==> config.mk <==
export PLATFORM = sky130hd
export DESIGN_NAME = branch_resolve_unit
export DESIGN_NICKNAME = d
export VERILOG_FILES = /design/src/rtl/branch_resolve_unit_pkg.sv /design/src/rtl/branch_resolve_unit_fifo.sv /design/src/rtl/branch_resolve_unit.sv
export SDC_FILE = /design/constraint.sdc
export NUM_CORES = 1
export LEC_CHECK = 0
export BUFFER_PORTS_ARGS = -buffer_cell sky130_fd_sc_hd__buf_2
export CAP_MARGIN = 20
export CORE_MARGIN = 2
export CORE_UTILIZATION = 35
export CTS_CLUSTER_DIAMETER = 100
export DETAILED_ROUTE_END_ITERATION = 8
export GPL_TIMING_DRIVEN = 0
export PLACE_DENSITY = 0.6
export SYNTH_ARGS = -nofsm -noshare
export SYNTH_HDL_FRONTEND = slang
export SYNTH_SLANG_ARGS = --single-unit
export TNS_END_PERCENT = 10
==> constraint.sdc <==
create_clock -name clk -period 4.5 [get_ports clk]
set_input_delay 1.35 -clock clk [delete_from_list [all_inputs] [get_ports clk]]
set_output_delay 1.35 -clock clk [all_outputs]
set_load 0.05 [all_outputs]
==> src/rtl/branch_resolve_unit_pkg.sv <==
// Shared types and widths for the ID-stage branch resolve unit.
// Entry layout: {num, pred, addr}, with addr in the low word.
package branch_resolve_unit_pkg;

  localparam int WORD_SIZE   = 16;
  localparam int BRU_ENTRY_W = 3 * WORD_SIZE;

  localparam int BRU_ADDR_OFS = 0;
  localparam int BRU_PRED_OFS = WORD_SIZE;
  localparam int BRU_NUM_OFS  = 2 * WORD_SIZE;

  typedef struct packed {
    logic [WORD_SIZE-1:0] num;
    logic [WORD_SIZE-1:0] pred;
    logic [WORD_SIZE-1:0] addr;
  } bru_entry_t;

endpackage

==> src/rtl/branch_resolve_unit_fifo.sv <==
// Circular buffer of in-flight fetch entries.
// Supports push, pop and a whole-queue flush.
module bru_fifo
  import branch_resolve_unit_pkg::*;
#(
  parameter int DEPTH = 4
) (
  input  logic                   clk,
  input  logic                   reset,
  input  logic                   push,
  input  logic                   pop,
  input  logic                   flush,
  input  logic [BRU_ENTRY_W-1:0] wdata,
  output logic [BRU_ENTRY_W-1:0] rdata,
  output logic                   full,
  output logic                   empty,
  output logic [$clog2(DEPTH):0] count
);

  localparam int AW = $clog2(DEPTH);
  localparam logic [AW:0] FULL_CNT = (AW+1)'(DEPTH);

  logic [BRU_ENTRY_W-1:0] mem [DEPTH];
  logic [AW-1:0] rd_ptr;
  logic [AW-1:0] wr_ptr;
  logic do_push;
  logic do_pop;

  assign full  = (count == FULL_CNT);
  assign empty = (count == '0);
  assign rdata = mem[rd_ptr];

  // A pop frees the slot a same-cycle push lands in.
  assign do_push = push & (~full | pop) & ~flush;
  assign do_pop  = pop & ~empty & ~flush;

  always_ff @(posedge clk) begin
    if (reset) begin
      rd_ptr <= '0;
      wr_ptr <= '0;
      count  <= '0;
    end else if (flush) begin
      wr_ptr <= rd_ptr;
      count  <= '0;
    end else begin
      if (do_push) wr_ptr <= wr_ptr + 1'b1;
      if (do_pop)  rd_ptr <= rd_ptr + 1'b1;
      unique case ({do_push, do_pop})
        2'b10:   count <= count + 1'b1;
        2'b01:   count <= count - 1'b1;
        default: count <= count;
      endcase
    end
  end

  always_ff @(posedge clk) begin
    if (do_push) mem[wr_ptr] <= wdata;
  end

endmodule

==> src/rtl/branch_resolve_unit.sv <==
// Checks fetch-side predictions against ID outcomes, redirects the PC
// on a mispredict and emits registered predictor training updates.
module branch_resolve_unit
  import branch_resolve_unit_pkg::*;
#(
  parameter int DEPTH     = 4,
  parameter int CNT_WIDTH = 16
) (
  input  logic                 clk,
  input  logic                 reset,
  input  logic                 if_push,
  input  logic [WORD_SIZE-1:0] if_addr,
  input  logic [WORD_SIZE-1:0] if_pred_addr,
  input  logic [WORD_SIZE-1:0] if_num_inst,
  input  logic                 id_valid,
  input  logic                 id_is_ctrl,
  input  logic                 id_taken,
  input  logic [WORD_SIZE-1:0] id_target,
  output logic                 jump,
  output logic [WORD_SIZE-1:0] jump_target,
  output logic [WORD_SIZE-1:0] jump_num_inst,
  output logic                 fetch_stall,
  output logic                 bp_update,
  output logic [WORD_SIZE-1:0] bp_update_pc,
  output logic [WORD_SIZE-1:0] bp_update_target,
  output logic                 bp_update_taken,
  output logic [CNT_WIDTH-1:0] mispredict_cnt,
  output logic                 proto_err
);

  bru_entry_t             wentry;
  logic [BRU_ENTRY_W-1:0] head;
  logic [WORD_SIZE-1:0]   head_addr;
  logic [WORD_SIZE-1:0]   head_pred;
  logic [WORD_SIZE-1:0]   head_num;
  logic [WORD_SIZE-1:0]   actual;
  logic                   q_full;
  logic                   q_empty;
  logic [$clog2(DEPTH):0] q_count;
  logic                   resolve;
  logic                   train;

  assign wentry = '{num: if_num_inst, pred: if_pred_addr, addr: if_addr};

  bru_fifo #(.DEPTH(DEPTH)) u_fifo (
    .clk   (clk),
    .reset (reset),
    .push  (if_push),
    .pop   (id_valid),
    .flush (jump),
    .wdata (wentry),
    .rdata (head),
    .full  (q_full),
    .empty (q_empty),
    .count (q_count)
  );

  assign head_addr = head[BRU_ADDR_OFS +: WORD_SIZE];
  assign head_pred = head[BRU_PRED_OFS +: WORD_SIZE];
  assign head_num  = head[BRU_NUM_OFS  +: WORD_SIZE];

  assign resolve = id_valid & ~q_empty;
  assign train   = resolve & id_is_ctrl;
  assign actual  = (id_is_ctrl & id_taken) ? id_target
                                           : head_addr + 1'b1;

  assign jump          = resolve & (actual != head_pred);
  assign jump_target   = jump ? actual : '0;
  assign jump_num_inst = jump ? head_num : '0;
  assign fetch_stall   = q_full;

  always_ff @(posedge clk) begin
    if (reset) begin
      bp_update        <= 1'b0;
      bp_update_pc     <= '0;
      bp_update_target <= '0;
      bp_update_taken  <= 1'b0;
      mispredict_cnt   <= '0;
      proto_err        <= 1'b0;
    end else begin
      bp_update <= train;
      if (train) begin
        bp_update_pc     <= head_addr;
        bp_update_target <= actual;
        bp_update_taken  <= id_taken;
      end
      if (jump && !(&mispredict_cnt))
        mispredict_cnt <= mispredict_cnt + 1'b1;
      if (id_valid && q_count == '0)
        proto_err <= 1'b1;
    end
  end

endmodule

==> impl_metrics.py <==
metrics = {
    "worst_setup_path": {
        "rr_worst_depth": 20,
        "crit_arrival_ps": 3900,
        "crit_type": "flop to output pin",
        "path_cells": "buf_12 -> buf_16 -> mux4_2 -> nand3_4 -> buf_6 -> o311a_4 -> a221oi_4 -> xnor2_2 -> a2111oi_2 -> and4bb_4 -> or2b_4 -> inv_6 -> clkbuf_8 -> and2_4 -> buf_8",
        "critPathRequiredTime_ps": 3150,
        "crit_path_start_kind": "flop",
        "max_stage_delay_ps": 390,
        "endpoint_kind": "output pin",
        "crit_fanout": 7,
        "cp_slowest_cell": "mux4_2",
    },
    "pwr": {
        "p_per_area_nw_per_um2": 438,
        "p_seq_frac": 0.432,
        "power.share.switching": 0.265,
        "irDropWorstVdd_mv": 0.247,
        "p_int_mw": 4.66,
        "total_leakage_power_nw": 5.17,
        "clockPowerShare": 0.386,
        "switching_power_mw": 1.68,
        "combPwrFrac": 0.182,
    },
    "floorplan": {
        "core_um2": 30700,
        "row_count": 64,
        "start_util": 0.357,
        "die_x_um": 181,
        "ioPinCount": 155,
        "chipHeight_um": 181,
        "dieArea_um2": 32700,
    },
    "place": {
        "gp_congestion": 0.887,
        "place_ws_ps": -1340,
        "detailed_place_hpwl_um": 19600,
        "port_buffers": 154,
    },
    "synth": {
        "syn_inst": 771,
        "synth_area_um2": 10900,
        "syn_avg_cell_area_um2": 14.2,
        "yosysSeqAreaShare": 0.636,
        "synth_cell_types": 68,
        "synth_top_flop_cell": "edfxtp_1",
        "ys_seq_elements": 252,
        "synth_edf_count": 192,
        "yosysWarnings": 0,
        "synthArstFlopShare": 0,
        "syn_nets": 849,
    },
    "timing": {
        "skew_ps": 11.6,
        "finalMaxSlewViolations": 0,
        "rsz0062_at_grt": "true",
        "setup_viol": 33,
        "finalHoldViolCount": 0,
        "worstMarginPinSlew_ps": 914,
        "fmax_ghz": 0.190,
        "timing.final.crit_period_ps": 5250,
        "worst_slack_ps": -752,
        "slew_headroom": 0.385,
        "fin_crit_sh": 1.17,
    },
    "final_layout": {
        "drive_gt1_frac": 0.401,
        "nets": 1077,
        "finish.utilization": 0.471,
        "area_growth_pct": 32.0,
    },
    "global_routing": {
        "track_usage": 0.173,
        "grt_max_degree": 49,
        "globalRouteOverflowTotal": 0,
        "grt_first_pass_wirelength_um": 43700,
        "grt_pass1_vias": 7282,
        "antenna_found_initial": 9,
    },
    "worst_hold_path": {
        "holdPathStages": 2,
        "hold_class": "flop to flop",
    },
    "route": {
        "drt_iter0_markers": 480,
        "wire_per_inst_um": 20.3,
        "firstDrtPassIters": 5,
        "ant_nets": 0,
        "vias": 7304,
        "routed_wl_um": 28800,
        "route.detailed.drc": 0,
        "vias_per_cell": 5.14,
    },
    "clock_network": {
        "clk_pin_slew_ps": 60,
        "cts_max_level": 1,
        "worstSkewPairLatency_ps": 540,
        "cts_tree": "done",
        "postCtsHoldBufs": 0,
        "cts_num_sinks": 252,
        "clockBufferDepth": 3,
        "cts_buffers": 28,
        "root_buffer": "clkbuf_16",
    },
    "outcome": {
        "failed_checks": "negative setup slack",
        "status": "complete, but fails checks",
    },
    "job": {
        "maxCapViolCount": 0,
    },
}
[worst paths after layout]
path	from	endpoint	slack [ps]
worst max-delay path	flop	jump_num_inst[15]	-750
worst min-delay path	bp_update_pc[1]	bp_update_pc[1]	460
worst max register to register	flop	u_fifo.count[2]	100
worst min register to register	bp_update_pc[1]	bp_update_pc[1]	460
[power groups by stage]
stage / Sequential [mW] / Clock, mW / Combinational, mW
floorplan: 2.85 / 0 / 0.617
global placement: 2.80 / 0 / 0.960
detailed placement: 2.79 / 0 / 0.981
CTS: 2.74 / 2.50 / 1.13
global route: 2.75 / 2.58 / 1.22
finish: 2.74 / 2.44 / 1.15
[synthesized netlist by cell type, types with 5 or more instances]
cell type  count  share of area
a211oi_1       7         0.0048
a21oi_1       47          0.021
a31oi_1        5         0.0029
and2_1        21          0.012
and3_1         9         0.0051
buf_2          9         0.0041
clkbuf_1      23         0.0079
dfxtp_1       60           0.11
edfxtp_1     192           0.53
ha_1           7         0.0080
inv_1         11         0.0038
mux2i_1        7         0.0064
mux4_2        46          0.095
nand2_1       61          0.021
nand2b_1       8         0.0046
nand3_1       11         0.0050
nand4_1        8         0.0046
nor2_1        69          0.024
nor2b_1        8         0.0046
nor3_1        13         0.0059
nor4_1        10         0.0057
o211ai_1       5         0.0034
o21ai_0        8         0.0037
o31ai_1       12         0.0082
or4_1         12         0.0082
xnor2_1       28          0.022
xor2_1        10         0.0080
[logic make-up after synthesis]
logic type	after synthesis	share of synthesized area
adder cells (fa/ha/maj)	8	0.00983
multiplexers	63	0.115
AO/OA/AOI/OAI	107	0.0656
flip-flops	252	0.636
AND/OR/NAND/NOR	248	0.118
XOR/XNOR	38	0.0304
buffers and inverters	55	0.0250
[critical path, delay by kind of cell (launching register included)]
| kind | cells | cell delay, ps |
|---|---|---|
| AOI/OAI and AO/OA | 3 | 910 |
| xor gates and xnor gates | 1 | 110 |
| buffers and inverters | 6 | 780 |
| DFF | 1 | 370 |
| muxes | 1 | 390 |
| and+or+nand+nor | 4 | 790 |
[registers in the layout (all words and copies together), names as in the netlist, named ones only]
signal            count
u_fifo.count          3
mispredict_cnt       16
u_fifo.wr_ptr         2
u_fifo.mem          192
bp_update_target     16
bp_update_taken       1
proto_err             1
bp_update_pc         16
u_fifo.rd_ptr         2
bp_update             1
[metrics by stage]
stage / instances / TNS (ps) / total power, mW / cell area (µm²) / hold WS (ps)
CTS: 1411 / -24320 / 6.36 / 14300 / 460
detailed placement: 1324 / -114250 / 3.77 / 12500 / 448
global route: 1418 / -27740 / 6.55 / 14400 / 480
floorplan: 771 / -26540 / 3.46 / 11200 / 515
global placement: 1321 / -398460 / 3.76 / 12400 / 445
finish: 1421 / -23600 / 6.33 / 14400 / 457
[cells in the final DEF (no fill, tap or decap), drive strengths merged, types with 9 or more instances in the layout]
cell,netlist,layout
nand4,10,10
inv,12,14
and3,9,9
nor4,11,11
xnor2,28,28
a21oi,47,47
nand2,61,61
clkbuf,23,66
or4,12,12
nor3,17,17
nand3,13,13
dfxtp,60,60
edfxtp,192,192
o31ai,12,12
a211oi,9,9
and2,21,21
xor2,10,10
mux4,48,48
buf,20,217
nor2,70,70
[layout make-up]
class / count / area, µm²
flip-flops and latches: 252 / 6970
diodes: 4 / 10.0
inverters: 12 / 50.0
well taps: 396 / 495
repair buffers: 198 / 1410
clock buffers: 42 / 851
fillers: 2719 / 16200
clock inverters: 10 / 158
plain buffers: 43 / 358
multi-input cells: 464 / 4140
[metal layers]
metal	GRT usage	share of wire
met5	0	0.0021
met3	0.0445	0.076
met4	0.0465	0.020
met2	0.271	0.46
met1	0.240	0.45
[what timing repair did]
item | CTS | global route
pin swaps | 15 | 4
endpoints found under the setup margin | 196 | 35
gates cloned | 3 | 0
setup buffers | 32 | 6
resized for setup | 132 | 16
No activity file was read; power rests on OpenSTA's default activity.
